<file path="src/rtl/uart_xmtr_wrapper.sv">
// uart_xmtr_wrapper: FIFO-buffered UART transmitter that serialises bytes
// LSB-first at CLKS_PER_BIT clocks per bit, with STOP_BITS stop bits.
// The byte FIFO has no bypass path, and all outputs come from flops. Each
// output lags the internal FSM state by one clock.
// Optional feature: define UART_XMTR_PARITY_EN to add a parity bit between
// the data bits and the stop bits. The parity is even by default; the
// tx_parity_odd input selects odd parity for each frame.
module uart_xmtr_wrapper #(
  parameter int CLKS_PER_BIT = 16,
  parameter int FIFO_DEPTH   = 16,
  parameter int STOP_BITS    = 1
) (
  input  logic                              clock,
  input  logic                              reset,
  input  logic [7:0]                        tx_data,
  input  logic                              tx_valid,
`ifdef UART_XMTR_PARITY_EN
  input  logic                              tx_parity_odd,
`endif
  output logic                              tx_ready,
  output logic                              uart_sout,
  output logic                              tx_busy,
  output logic [$clog2(FIFO_DEPTH+1)-1:0]   fifo_count,
  output logic                              frame_done
);

  localparam int CW    = $clog2(FIFO_DEPTH + 1);
  localparam int AW    = $clog2(FIFO_DEPTH);
  localparam int CNT_W = $clog2(CLKS_PER_BIT);

  typedef enum logic [2:0] {
    S_IDLE,
    S_START,
    S_DATA,
`ifdef UART_XMTR_PARITY_EN
    S_PARITY,
`endif
    S_STOP
  } state_t;

  state_t           state_q, state_d;
  logic [CNT_W-1:0] clk_cnt_q, clk_cnt_d;
  logic [2:0]       bit_idx_q, bit_idx_d;
  logic [CW-1:0]    count_q, count_d;
  logic [AW-1:0]    wr_ptr_q, wr_ptr_d;
  logic [AW-1:0]    rd_ptr_q, rd_ptr_d;
  logic             ready_q, ready_d;
  logic             sout_q, sout_d;
  logic             busy_q, busy_d;
  logic             done_q, done_d;
  logic [7:0]       shift_q, shift_d;
`ifdef UART_XMTR_PARITY_EN
  logic             parity_q, parity_d;
`endif
  logic [7:0]       mem_q [FIFO_DEPTH];
  logic             push, pop, bit_end;

  assign tx_ready   = ready_q;
  assign uart_sout  = sout_q;
  assign tx_busy    = busy_q;
  assign fifo_count = count_q;
  assign frame_done = done_q;

  // Next-state logic: FSM sequencing, FIFO bookkeeping and the registered outputs.
  always_comb begin
    state_d   = state_q;
    clk_cnt_d = clk_cnt_q;
    bit_idx_d = bit_idx_q;
    shift_d   = shift_q;
`ifdef UART_XMTR_PARITY_EN
    parity_d  = parity_q;
`endif
    pop       = 1'b0;
    push      = tx_valid && ready_q;
    bit_end   = (clk_cnt_q == CNT_W'(CLKS_PER_BIT - 1));

    case (state_q)
      S_IDLE: begin
        if (count_q != '0) begin
          pop       = 1'b1;
          clk_cnt_d = '0;
          state_d   = S_START;
        end
      end
      S_START: begin
        if (bit_end) begin
          clk_cnt_d = '0;
          bit_idx_d = '0;
          state_d   = S_DATA;
        end else begin
          clk_cnt_d = clk_cnt_q + CNT_W'(1);
        end
      end
      S_DATA: begin
        if (bit_end) begin
          clk_cnt_d = '0;
          shift_d   = {1'b0, shift_q[7:1]};
          if (bit_idx_q == 3'd7) begin
            bit_idx_d = '0;
`ifdef UART_XMTR_PARITY_EN
            state_d   = S_PARITY;
`else
            state_d   = S_STOP;
`endif
          end else begin
            bit_idx_d = bit_idx_q + 3'd1;
          end
        end else begin
          clk_cnt_d = clk_cnt_q + CNT_W'(1);
        end
      end
`ifdef UART_XMTR_PARITY_EN
      S_PARITY: begin
        if (bit_end) begin
          clk_cnt_d = '0;
          bit_idx_d = '0;
          state_d   = S_STOP;
        end else begin
          clk_cnt_d = clk_cnt_q + CNT_W'(1);
        end
      end
`endif
      S_STOP: begin
        if (bit_end) begin
          clk_cnt_d = '0;
          if (bit_idx_q == 3'(STOP_BITS - 1)) begin
            bit_idx_d = '0;
            // Chain straight into the next frame when data is waiting.
            if (count_q != '0) begin
              pop     = 1'b1;
              state_d = S_START;
            end else begin
              state_d = S_IDLE;
            end
          end else begin
            bit_idx_d = bit_idx_q + 3'd1;
          end
        end else begin
          clk_cnt_d = clk_cnt_q + CNT_W'(1);
        end
      end
      default: state_d = S_IDLE;
    endcase

    if (pop) begin
      shift_d  = mem_q[rd_ptr_q];
`ifdef UART_XMTR_PARITY_EN
      parity_d = (^mem_q[rd_ptr_q]) ^ tx_parity_odd;
`endif
    end

    wr_ptr_d = push ? wr_ptr_q + AW'(1) : wr_ptr_q;
    rd_ptr_d = pop  ? rd_ptr_q + AW'(1) : rd_ptr_q;
    case ({push, pop})
      2'b10:   count_d = count_q + CW'(1);
      2'b01:   count_d = count_q - CW'(1);
      default: count_d = count_q;
    endcase
    ready_d = (count_d < CW'(FIFO_DEPTH));

    // The line level follows the current state, so it trails the state by one clock.
    case (state_q)
      S_START: sout_d = 1'b0;
      S_DATA:  sout_d = shift_q[0];
`ifdef UART_XMTR_PARITY_EN
      S_PARITY: sout_d = parity_q;
`endif
      default: sout_d = 1'b1;
    endcase
    busy_d = (state_q != S_IDLE);
    done_d = (state_q == S_STOP) && bit_end && (bit_idx_q == 3'(STOP_BITS - 1));
  end

  // Control state and outputs; reset aborts any frame and empties the FIFO.
  always_ff @(posedge clock or posedge reset) begin
    if (reset) begin
      state_q   <= S_IDLE;
      clk_cnt_q <= '0;
      bit_idx_q <= '0;
      count_q   <= '0;
      wr_ptr_q  <= '0;
      rd_ptr_q  <= '0;
      ready_q   <= 1'b1;
      sout_q    <= 1'b1;
      busy_q    <= 1'b0;
      done_q    <= 1'b0;
    end else begin
      state_q   <= state_d;
      clk_cnt_q <= clk_cnt_d;
      bit_idx_q <= bit_idx_d;
      count_q   <= count_d;
      wr_ptr_q  <= wr_ptr_d;
      rd_ptr_q  <= rd_ptr_d;
      ready_q   <= ready_d;
      sout_q    <= sout_d;
      busy_q    <= busy_d;
      done_q    <= done_d;
    end
  end

  // Datapath registers: these need no reset because the FSM never reads them before loading them.
  always_ff @(posedge clock) begin
    shift_q  <= shift_d;
`ifdef UART_XMTR_PARITY_EN
    parity_q <= parity_d;
`endif
    if (push) mem_q[wr_ptr_q] <= tx_data;
  end

endmodule

</file>
<file path="config.mk">
export PLATFORM = sky130hd
export DESIGN_NAME = uart_xmtr_wrapper
export DESIGN_NICKNAME = d
export VERILOG_FILES = /design/src/rtl/uart_xmtr_wrapper.sv
export SDC_FILE = /design/constraint.sdc
export NUM_CORES = 1
export LEC_CHECK = 0
export ABC_AREA = 1
export BUFFER_PORTS_ARGS = -buffer_cell sky130_fd_sc_hd__buf_4
export CAP_MARGIN = 30
export CORE_UTILIZATION = 40
export DETAILED_ROUTE_END_ITERATION = 16
export HOLD_SLACK_MARGIN = 0.12
export PLACE_DENSITY_LB_ADDON = 0.2
export SLEW_MARGIN = 20
export SYNTH_ARGS = -nofsm -noshare
export SYNTH_HDL_FRONTEND = slang
export SYNTH_SLANG_ARGS = --single-unit
</file>
<file path="constraint.sdc">
create_clock -name clock -period 3.2 [get_ports clock]
set_input_delay 0.48 -clock clock [delete_from_list [all_inputs] [get_ports clock]]
set_output_delay 0.48 -clock clock [all_outputs]
set_load 0.02 [all_outputs]
</file>
# Word level (Yosys, flattened, before mapping)
# Memory sizes are Yosys's and may differ from the RTL's.
# Index checks and enable logic that the tools add are counted.
[totals] ff_bits=35 mem_count=1 ramBits=128 word_cells=76 inputBits=11 out_inout_bits=9
[memory_table] memory="mem_q" depth=16 word_bits=8 rd=1 rd_clocked_by_memory_dff=0 write_ports=1 line="55" rtl="logic [7:0] mem_q [FIFO_DEPTH];"
[op_classes] eq_ne=13 reduce_logical=16 magnitude_cmp=1 n_mux=28 add_sub_neg=6
[op_table] cell="two-way mux 3 bit" count=11
[op_table] cell="two-way mux 8 bit" count=3
[op_table] cell="adder 4 x 1 -> 4 bit (second input constant)" count=3
[op_table] cell="!= test 2 bit (second input constant)" count=6
[op_table] cell="case mux 3 bit (4 select lines)" count=1
[op_table] cell="case mux 5 bit (2 select lines)" count=1
[op_table] cell="case mux 3 bit (3 select lines)" count=1
[op_table] cell="two-way mux 4 bit" count=2
[op_table] cell="case mux 4 bit (2 select lines)" count=1
[op_table] cell="equality test 3 x 2 -> 1 bit (second input constant)" count=2
[op_table] cell="zero test 3 bit" count=2
[op_table] cell="two-way mux 1 bit" count=6
[op_table] cell="AND reduction 6 bit" count=1
[op_table] cell="nonzero test 2 bit" count=3
[op_table] cell="nonzero test 3 bit" count=2
[op_table] cell="adder 5 x 1 -> 5 bit (second input constant)" count=1
[op_table] cell="less-than comparator 5 bit (second input constant)" count=1
[op_table] cell="nonzero test 5 bit" count=1
[op_table] cell="subtractor 5 x 1 -> 5 bit (second input constant)" count=1
[op_table] cell="equality test 4 bit (second input constant)" count=1
[op_table] cell="case mux 1 bit (2 select lines)" count=2
[op_table] cell="AND reduction 2 bit" count=2
[op_table] cell="AND reduction 4 bit" count=1
[op_table] cell="adder 3 x 1 -> 3 bit (second input constant)" count=1
[op_table] cell="other kinds (6)" count=8

# Longest topological paths before layout
# Gate-level depths: netlist of the first run.
[depth] ltp_word=8 ltp_mapped=18 depth_no_buf=17

# Least setup slack after synthesis of the first run
# Ideal clock, no wire load.
[synth_timing] path_type="register to register" from="register clk_cnt_q[0]" to="register with a tool-made name" path_slack_ns=0.757 stages_incl_launch_ff=19 required_time_ns=3.083 path_buffers=1 period_less_slack_ns=2.443 arrival_time_ns=2.327 setup_ns=0.117 cell_sequence="dfrtp_1 > ha_1 > nand3_2 > inv_2 > nand2_2 > nor2_4 > nor2_2 > nor2_8 > buf_8 > ha_1 > xor2_1 > ha_1 > inv_1 > nand2_1 > nand3_1 > nand2_1 > xor2_1 > nand2_1 > nand2_1"
[synth_rtl] element="start: declaration" line="42" rtl="logic [CNT_W-1:0] clk_cnt_q, clk_cnt_d;"
[synth_rtl] element="start signal: assignment" line="189" rtl="clk_cnt_q <= clk_cnt_d;"

==> flow_summary_export.csv, run 1 <==
group,metric,value,unit
routing,wl_per_cell,15.9,um
routing,drtPass1Iterations,4,
sta,tightestPinTransition,0.850,ns
sta,setup_tns,0,ns
cts,clk_pin_slew_worst_paths,0.06,ns
routing,vias_per_cell,4.84,
finish,fin_area,0.00831,mm^2
logic_synthesis,yosysSeqAreaShare,64.2,%
sta,worst_slack,0.452,ns
cts,htreeDepth,4,
finish,num_antenna_cells,0,
logic_synthesis,yosysUniqueCellTypes,30,
sta,fin_crit,2.75,ns
sta,fmax,364,MHz
hold_path,hold_path_class,"input pin to async pin",
sta,hold_viol,0,
grt,grt_max_degree,67,
sta,post-route-period-util,85.9,%
setup_path,endpoint_kind,"register",
power,p_total,5.09,mW
grt,globalRouteTotalUtil,18.4,%
logic_synthesis,netlist_instances,735,
grt,overflow,0,
setup_path,worstPathArrival,3.11,ns
routing,wirelength,15900,um
logic_synthesis,syn_nets,764,
place,dp_hpwl,10200,um
cts,clockBufferDepth,2,
setup_path,cp_max_fo,15,
grt,grt_pass1_vias,4659,
place,dpl_cell_area,0.00775,mm^2
die,die_x,138,um
cts,clk_latency,0.43,ns
routing,postRouteAntennaNets,0,
grt,antenna_found_initial,0,
finish,nets,786,
sta,setup_viol,0,
cts,clock-sinks,162,
die,core,0.0180,mm^2
logic_synthesis,syn_area_per_cell,10.0,um^2
place,dp_slack,0.469,ns
cts,cts_root_buf,"clkbuf_16",
die,io_pins,20,
logic_synthesis,synthesis.area,0.00738,mm^2
sta,final.setup_skew,0.0106,ns
finish,final_cell_mix,"nand2_1, edfxtp_1, inv_1",
sta,slew_headroom,43.1,%
setup_path,path_class,"register to register",
finish,final_common_cell,"nand2_1",
sta,maxSlewViolCount,0,
die,die_height,138,um
cts,post_cts_resized,0,
power,power_leakage,3.64,nW
finish,drive_gt1_share,9.48,%
sta,rsz0062_at_grt,"false",
logic_synthesis,ys.warnings.count,0,
logic_synthesis,ys_ff_latch,162,
cts,cts_setup_buffers,0,
cts,tritoncts.num_buffers,17,
setup_path,ff2ff_setup_slack,0.45,ns
power,power_density,613,mW/mm^2
setup_path,ff2ff_path_depth,17,
place,numPortBuffers,19,
setup_path,crit_required,3.56,ns
routing,vias,4840,
cts,cts_tree,"done",
grt,grt_first_pass_wirelength,25200,um
setup_path,r2r-start,"clk_cnt_q[0]",
routing,drt_iter0_drc,331,
place,dp_cells,967,
job,drv_cap,0,
power,ir_drop,0.372,mV
setup_path,cp-start-kind,"register",
finish,syn_to_final_growth,12.6,%
die,die_area,0.0190,mm^2
place,gp_congestion,0.775,
cts,cts_hold_buf,0,
outcome,status,"complete, no violations",
finish,finalNonFillerCells,999,
die,initial_utilization,40.9,%
routing,post-route-drc-count,0,
die,num_rows,49,
[layout make-up]
type	count	area, um^2
clock inverters	14	129
multi-input cells	429	2060
inverters	118	443
repair buffers	29	225
well taps	229	287
fillers	1698	9720
flip-flops and latches	162	4740
clock buffers	18	429
[state kept, by name, indices dropped and copies added, names as in the netlist, named ones only]
signal,cells
bit_idx_q,3
clk_cnt_q,4
fifo_count,4
frame_done,1
mem_q,128
rd_ptr_q,4
shift_q,8
state_q,2
tx_busy,1
tx_ready,1
uart_sout,1
wr_ptr_q,4
[cells by family (layout without fill, tap and decap cells)]
logic type	after synthesis	count (layout)	share of synthesized area [%]
AOI/OAI and AO/OA	35	35	2.59
xor gates and xnor gates	11	11	1.31
adders and majority gates	18	18	3.05
buffers and inverters	144	179	7.94
DFF	162	162	64.2
and+or+nand+nor	365	365	20.9
[stage by stage]
stage	hold slack [ns]	util, %
finish	0.172	46.1
global route	0.211	46.1
CTS	0.175	46.1
detailed placement	0.455	43.0
global placement	0.455	42.9
floorplan	0.429	-
[Yosys cell counts]
cell type	instances	area share, %
a21boi_0	2	0.20
a21oi_1	11	0.75
buf_1	3	0.15
buf_2	12	0.81
buf_4	5	0.51
buf_8	1	0.20
clkbuf_1	5	0.25
clkinv_1	2	0.10
dfrtp_1	24	8.1
dfstp_2	2	0.71
edfxtp_1	136	55
ha_1	18	3.1
inv_1	114	5.8
inv_2	2	0.10
nand2_1	227	12
nand2_2	2	0.17
nand3_1	99	6.7
nand3_2	2	0.27
nand4_1	2	0.17
nor2_1	30	1.5
nor2_2	1	0.085
nor2_4	1	0.15
nor2_8	1	0.27
o211ai_1	1	0.10
o21ai_0	17	1.2
o21ai_1	2	0.14
o21bai_1	1	0.10
o21bai_2	1	0.15
xnor2_1	3	0.36
xor2_1	8	0.95
[critical path: stages (launching register included)]
cell	delay [ns]
dfrtp_1	0.38
ha_1	0.22
nand3_2	0.16
inv_2	0.11
nand2_2	0.06
nor2_4	0.14
nor2_2	0.08
nor2_8	0.20
ha_1	0.33
xor2_1	0.22
ha_1	0.17
inv_1	0.04
nand2_1	0.09
nand3_1	0.09
nand2_1	0.11
xor2_1	0.15
nand2_1	0.06
nand2_1	0.06
[per-layer routing]
layer / global-route usage, % / part of all wire [%]
met1: 24.2 / 46
met3: 3.86 / 4.4
met5: 0 / 0
met2: 29.5 / 48
met4: 7.49 / 1.8
[power by group]
| part | switching (mW) | internal, mW | leakage (nW) |
|---|---|---|---|
| Sequential | 0.0984 | 2.48 | 1.55 |
| Combinational | 0.397 | 0.185 | 1.82 |
| Clock | 0.849 | 1.08 | 0.274 |
| Total | 1.34 | 3.75 | 3.64 |
[worst max path at each step]
stage                       from  endpoint  slack, ns  cells after the start
CTS                 clk_cnt_q[0]  register       0.44                     17
global placement    clk_cnt_q[0]  register       0.65                     17
floorplan           clk_cnt_q[0]  register       0.76                     18
global route        clk_cnt_q[0]  register       0.20                     17
detailed placement  clk_cnt_q[0]  register       0.47                     17
finish              clk_cnt_q[0]  register       0.45                     17
(Power assumes the default switching activity.)
==> inputs of run 2 (changes only) <==
--- a/config.mk
+++ b/config.mk
@@ -10,6 +10,7 @@
 export CAP_MARGIN = 30
 export CORE_UTILIZATION = 40
 export DETAILED_ROUTE_END_ITERATION = 16
+export GPL_TIMING_DRIVEN = 0
 export HOLD_SLACK_MARGIN = 0.12
 export PLACE_DENSITY_LB_ADDON = 0.2
 export SLEW_MARGIN = 20
==> run 2 against run 1 <==
Sequential share of layout area fell by 0.73 points. Routed wire length rose by 9.4%. Clock-buffer cell count rose by 1. Critical path type unchanged.
==> flow_summary_export.csv, run 2 (synthesized netlist as in run 1, its figures left out) <==
group,metric,value,unit
outcome,status,"complete, no violations",
cts,clk_pin_slew_worst_paths,0.07,ns
routing,drt_iter0_drc,303,
sta,tightestPinTransition,0.879,ns
cts,clock-sinks,162,
place,dpl_cell_area,0.00784,mm^2
setup_path,path_delay_family,"simple AND/OR/NAND/NOR gates",
power,p_clk_share,38.0,%
routing,postRouteAntennaNets,0,
finish,final_common_cell,"nand2_1",
routing,vias_per_cell,4.85,
finish,drive_gt1_share,10.3,%
die,num_rows,49,
grt,overflow,0,
power,swShare,26.7,%
die,die_area,0.0190,mm^2
setup_path,cp_slowest_stage_delay,0.39,ns
grt,grt_first_pass_wirelength,26400,um
die,core,0.0180,mm^2
sta,post-route-period-util,88.5,%
routing,wirelength,17400,um
hold_path,hold_depth,1,
finish,num_antenna_cells,0,
finish,final_util,46.7,%
power,p_switching,1.37,mW
place,gp_congestion,0.871,
setup_path,endpoint_kind,"register",
finish,fin_area,0.00841,mm^2
setup_path,r2r-start,"clk_cnt_q[0]",
cts,cts_tree,"done",
routing,wl_per_cell,17.1,um
sta,hold_viol,0,
cts,clockBufferDepth,2,
finish,final_cell_mix,"nand2_1, edfxtp_1, inv_1",
grt,globalRouteTotalUtil,19.7,%
die,die_height,138,um
cts,tritoncts.num_buffers,17,
finish,largest_reg_flops,128,
sta,fin_crit,2.83,ns
setup_path,path_class,"register to register",
cts,htreeDepth,4,
setup_path,cp-start-kind,"register",
setup_path,ff2ff_path_depth,18,
sta,final.setup_skew,0.0120,ns
setup_path,crit_required,3.57,ns
setup_path,cp_common_cell,"nand2_1",
sta,setup_viol,0,
die,io_pins,20,
hold_path,min_to,"mem_q[10][7]",
sta,fmax,353,MHz
sta,slew_headroom,41.2,%
hold_path,hold_path_class,"input pin to register",
power,power_leakage,3.69,nW
grt,grt_pass1_vias,4714,
sta,setup_tns,0,ns
power,ir_drop,0.393,mV
place,dp_hpwl,12100,um
die,die_x,138,um
cts,cts_root_buf,"clkbuf_16",
setup_path,slowest_stage,"dfrtp_1",
finish,reg.largest.list,"mem_q (128), shift_q (8)",
setup_path,worstPathArrival,3.20,ns
setup_path,path_cells,"ha_1, nand3_2, inv_2, nand2_2, nor2_4, nor2_2, nor2_8, buf_8, ha_1, xor2_1, ha_1, inv_1, nand2_1, nand3_1, nand2_1, xor2_1, nand2_1, nand2_1",
power,p_int,3.75,mW
setup_path,ff2ff_setup_slack,0.37,ns
routing,drtPass1Iterations,4,
setup_path,crit_buf_inv,3,
cts,clk_latency,0.43,ns
hold_path,hold_start,"tx_data[7]",
grt,grt_max_degree,19,
die,initial_utilization,40.9,%
finish,nets,805,
setup_path,cp_max_fo,11,
grt,antenna_found_initial,0,
finish,syn_to_final_growth,14.0,%
job,drv_cap,0,
cts,post_cts_resized,0,
sta,maxSlewViolCount,0,
sta,rsz0062_at_grt,"false",
power,p_seq_share,50.3,%
place,numPortBuffers,19,
finish,max_flop_register,"mem_q",
routing,post-route-drc-count,0,
power,combPwrFrac,11.7,%
power,power_density,608,mW/mm^2
routing,vias,4940,
[run 2: worst reg2reg max path, stage by stage, from the launching register on]
cell	delay, ns
dfrtp_1	0.39
ha_1	0.23
nand3_2	0.17
inv_2	0.12
nand2_2	0.06
nor2_4	0.12
nor2_2	0.08
nor2_8	0.12
buf_8	0.15
ha_1	0.31
xor2_1	0.23
ha_1	0.18
inv_1	0.04
nand2_1	0.08
nand3_1	0.08
nand2_1	0.12
xor2_1	0.16
nand2_1	0.06
nand2_1	0.06
[run 2: timing repair]
item | CTS | global route
buffers inserted | 0 | 0
endpoints found under the hold margin | 7 | 0
hold buffers | 1 | 0
[run 2: worst max-delay path by stage]
| stage | startpoint | endpoint | slack (ns) | cells past startpoint |
|---|---|---|---|---|
| after floorplan | clk_cnt_q[0] | register | 0.76 | 18 |
| after global placement | clk_cnt_q[1] | register | 0.52 | 18 |
| after detailed placement | clk_cnt_q[0] | register | 0.39 | 18 |
| after CTS | clk_cnt_q[0] | register | 0.36 | 18 |
| after global routing | clk_cnt_q[0] | register | 0.08 | 18 |
| final | clk_cnt_q[0] | register | 0.37 | 18 |
[run 2: power by group through the flow]
stage               Combinational, mW  Clock [mW]  Sequential [mW]
global placement                0.576           0             2.61
floorplan                       0.335           0             2.64
finish                          0.599        1.94             2.57
CTS                             0.601        1.97             2.58
detailed placement              0.595           0             2.62
global route                    0.667        2.05             2.59
[run 2: through the flow]
step	power (mW)	hold WS [ns]	worst slack [ns]	instances
global route	5.31	0.395	0.0778	1018
detailed placement	3.21	0.485	0.390	985
global placement	3.19	0.471	0.520	983
floorplan	2.97	0.429	0.757	735
CTS	5.14	0.391	0.356	1018
finish	5.12	0.399	0.367	1018
[run 2: cell type report]
| class | instances | area, um^2 |
|---|---|---|
| well taps | 229 | 287 |
| inverters | 118 | 443 |
| flip-flops and latches | 162 | 4740 |
| clock inverters | 13 | 129 |
| multi-input cells | 429 | 2060 |
| repair buffers | 22 | 185 |
| fillers | 1741 | 9610 |
| plain buffers | 26 | 143 |
| clock buffers | 19 | 433 |
[run 2: routing by layer]
metal  vias up  wire length, um  GRT usage, %
met5         -                0             0
met3        14              652          3.53
li1       2457                -             -
met1      2364             8060          26.4
met2       105             8490          32.4
met4         0              196          5.98
==> inputs of run 3 (changes only) <==
--- a/config.mk
+++ b/config.mk
@@ -8,6 +8,8 @@
 export ABC_AREA = 1
 export BUFFER_PORTS_ARGS = -buffer_cell sky130_fd_sc_hd__buf_4
 export CAP_MARGIN = 30
+export CELL_PAD_IN_SITES_DETAIL_PLACEMENT = 0
+export CELL_PAD_IN_SITES_GLOBAL_PLACEMENT = 1
 export CORE_UTILIZATION = 40
 export DETAILED_ROUTE_END_ITERATION = 16
 export GPL_TIMING_DRIVEN = 0
==> run 3 against run 2 <==
Non-clock buffer count is 2 lower. Largest cell class unchanged. Design area hardly changed. Utilization hardly changed. Clock power is 8% higher. First-iteration DRC count is 18% higher. Clock skew is 0.00097 ns lower. Sequential power hardly changed.
==> flow_summary_export.csv, run 3 (synthesized netlist as in run 1, its figures left out) <==
group,metric,value,unit
finish,num_antenna_cells,0,
power,p_int,3.90,mW
setup_path,startpoint,"clk_cnt_q[1]",
place,numPortBuffers,19,
setup_path,cp_max_fo,11,
setup_path,worstPathArrival,3.18,ns
routing,wirelength,18100,um
grt,globalRouteTotalUtil,20.4,%
sta,maxSlewViolCount,0,
finish,syn_to_final_growth,14.1,%
finish,largest_reg_flops,128,
power,p_seq_share,49.0,%
cts,htreeDepth,4,
routing,post-route-drc-count,0,
die,core,0.0180,mm^2
power,p_clk_share,39.8,%
cts,post_cts_resized,0,
cts,cts_hold_buf,0,
finish,drive_gt1_share,10.5,%
sta,worst_slack,0.381,ns
place,dp_slack,0.373,ns
finish,final_cell_mix,"nand2_1, edfxtp_1, inv_1",
die,io_pins,20,
cts,clk_latency,0.42,ns
grt,grtUsageMet1,29.2,%
place,dp_hpwl,12500,um
power,power_leakage,3.70,nW
routing,wl_per_cell,17.8,um
sta,fmax,355,MHz
routing,vias,4955,
power,p_switching,1.36,mW
setup_path,path_class,"register to register",
routing,drtPass1Iterations,5,
sta,final.setup_skew,0.0111,ns
setup_path,cp-start-kind,"register",
setup_path,crit_required,3.56,ns
cts,cts_tree,"done",
cts,tritoncts.num_buffers,17,
grt,grt_pass1_vias,4622,
finish,reg.largest.list,"mem_q (128), shift_q (8)",
die,num_rows,49,
grt,overflow,0,
place,gp_congestion,0.839,
die,die_area,0.0190,mm^2
cts,cts_setup_buffers,0,
sta,fin_crit,2.82,ns
cts,cts_root_buf,"clkbuf_16",
job,drv_cap,0,
sta,slew_headroom,36.4,%
sta,tightestPinTransition,0.951,ns
cts,clockBufferDepth,2,
power,power_density,625,mW/mm^2
routing,postRouteAntennaNets,0,
sta,post-route-period-util,88.1,%
routing,drt_iter0_drc,359,
die,die_x,138,um
sta,hold_viol,0,
setup_path,ff2ff_setup_slack,0.38,ns
grt,grt_max_degree,27,
routing,vias_per_cell,4.88,
grt,gr-usage-met3,4.30,%
grt,grt_busiest_layer,"met2",
finish,final_common_cell,"nand2_1",
finish,max_flop_register,"mem_q",
cts,clk_pin_slew_worst_paths,0.06,ns
power,ir_drop,0.390,mV
power,combPwrFrac,11.2,%
sta,setup_tns,0,ns
grt,gr-usage-met2,30.9,%
sta,rsz0062_at_grt,"false",
setup_path,r2r-start,"clk_cnt_q[1]",
sta,setup_viol,0,
grt,antenna_found_initial,0,
power,swShare,25.9,%
finish,fill_cells,1706,
cts,clock-sinks,162,
die,initial_utilization,40.9,%
finish,nets,803,
setup_path,endpoint_kind,"register",
hold_path,hold_path_class,"input pin to async pin",
outcome,status,"complete, no violations",
grt,grt_first_pass_wirelength,27000,um
die,die_height,138,um
-- run 3: changes by cell type in the layout (fill, tap and decap cells not counted), sizes merged --
cell and delta:
bufinv +2, clkbuf -2, buf -1, clkinv +1, clkinvlp -1, dlygate4sd3 -1
-- run 3: worst paths after layout --
kind / endpoint / cells after the start
min in group clock: mem_q[1][7] / 1
max in group asynchronous: wr_ptr_q[3] / 2
hold / removal: clk_cnt_q[2] / 2
setup reg to reg: register / 18
hold reg to reg: uart_sout / 2
setup / recovery: register / 18
-- run 3: power groups by stage --
stage | clock, mW | combinational [mW] | sequential [mW]
6_report | 2.09 | 0.591 | 2.58
3_5_place_dp | 0 | 0.592 | 2.62
4_1_cts | 2.12 | 0.594 | 2.58
3_3_place_gp | 0 | 0.579 | 2.61
2_1_floorplan | 0 | 0.335 | 2.64
5_1_grt | 2.20 | 0.661 | 2.60
-- run 3: final cells by class --
class	instances	area [um^2]	share of cell area, %
timing repair buffer	20	148	1.75
clock buffer	17	425	5.05
multi-input combinational	429	2060	24.4
inverter	118	443	5.26
buffer	26	143	1.69
sequential	162	4740	56.3
clock inverter	15	181	2.15
tap	229	287	3.40
-- run 3: through the flow --
step	instance area, um^2	std cells	hold WS [ns]	util (%)	total power [mW]
2_1_floorplan	7380	735	0.429	-	2.97
5_1_grt	8420	1016	0.200	46.7	5.46
6_report	8420	1016	0.144	46.7	5.26
3_3_place_gp	7810	983	0.486	43.3	3.19
3_5_place_dp	7810	984	0.469	43.3	3.21
4_1_cts	8420	1016	0.160	46.7	5.29
-- run 3: routing by layer --
| metal | wire length, um | up-vias |
|---|---|---|
| met5 | 0 | - |
| met4 | 209 | 0 |
| met3 | 850 | 11 |
| met2 | 8460 | 123 |
| met1 | 8560 | 2370 |
| li1 | - | 2451 |
-- run 3: worst max-delay path, stage by stage (launching register included) --
cell and delay [ns]:
dfrtp_1 0.37, ha_1 0.22, nand3_2 0.18, inv_2 0.11
nand2_2 0.06, nor2_4 0.13, nor2_2 0.08, nor2_8 0.13
buf_8 0.15, ha_1 0.28, xor2_1 0.22, ha_1 0.17
inv_1 0.04, nand2_1 0.11, nand3_1 0.09, nand2_1 0.12
xor2_1 0.17, nand2_1 0.07, nand2_1 0.05
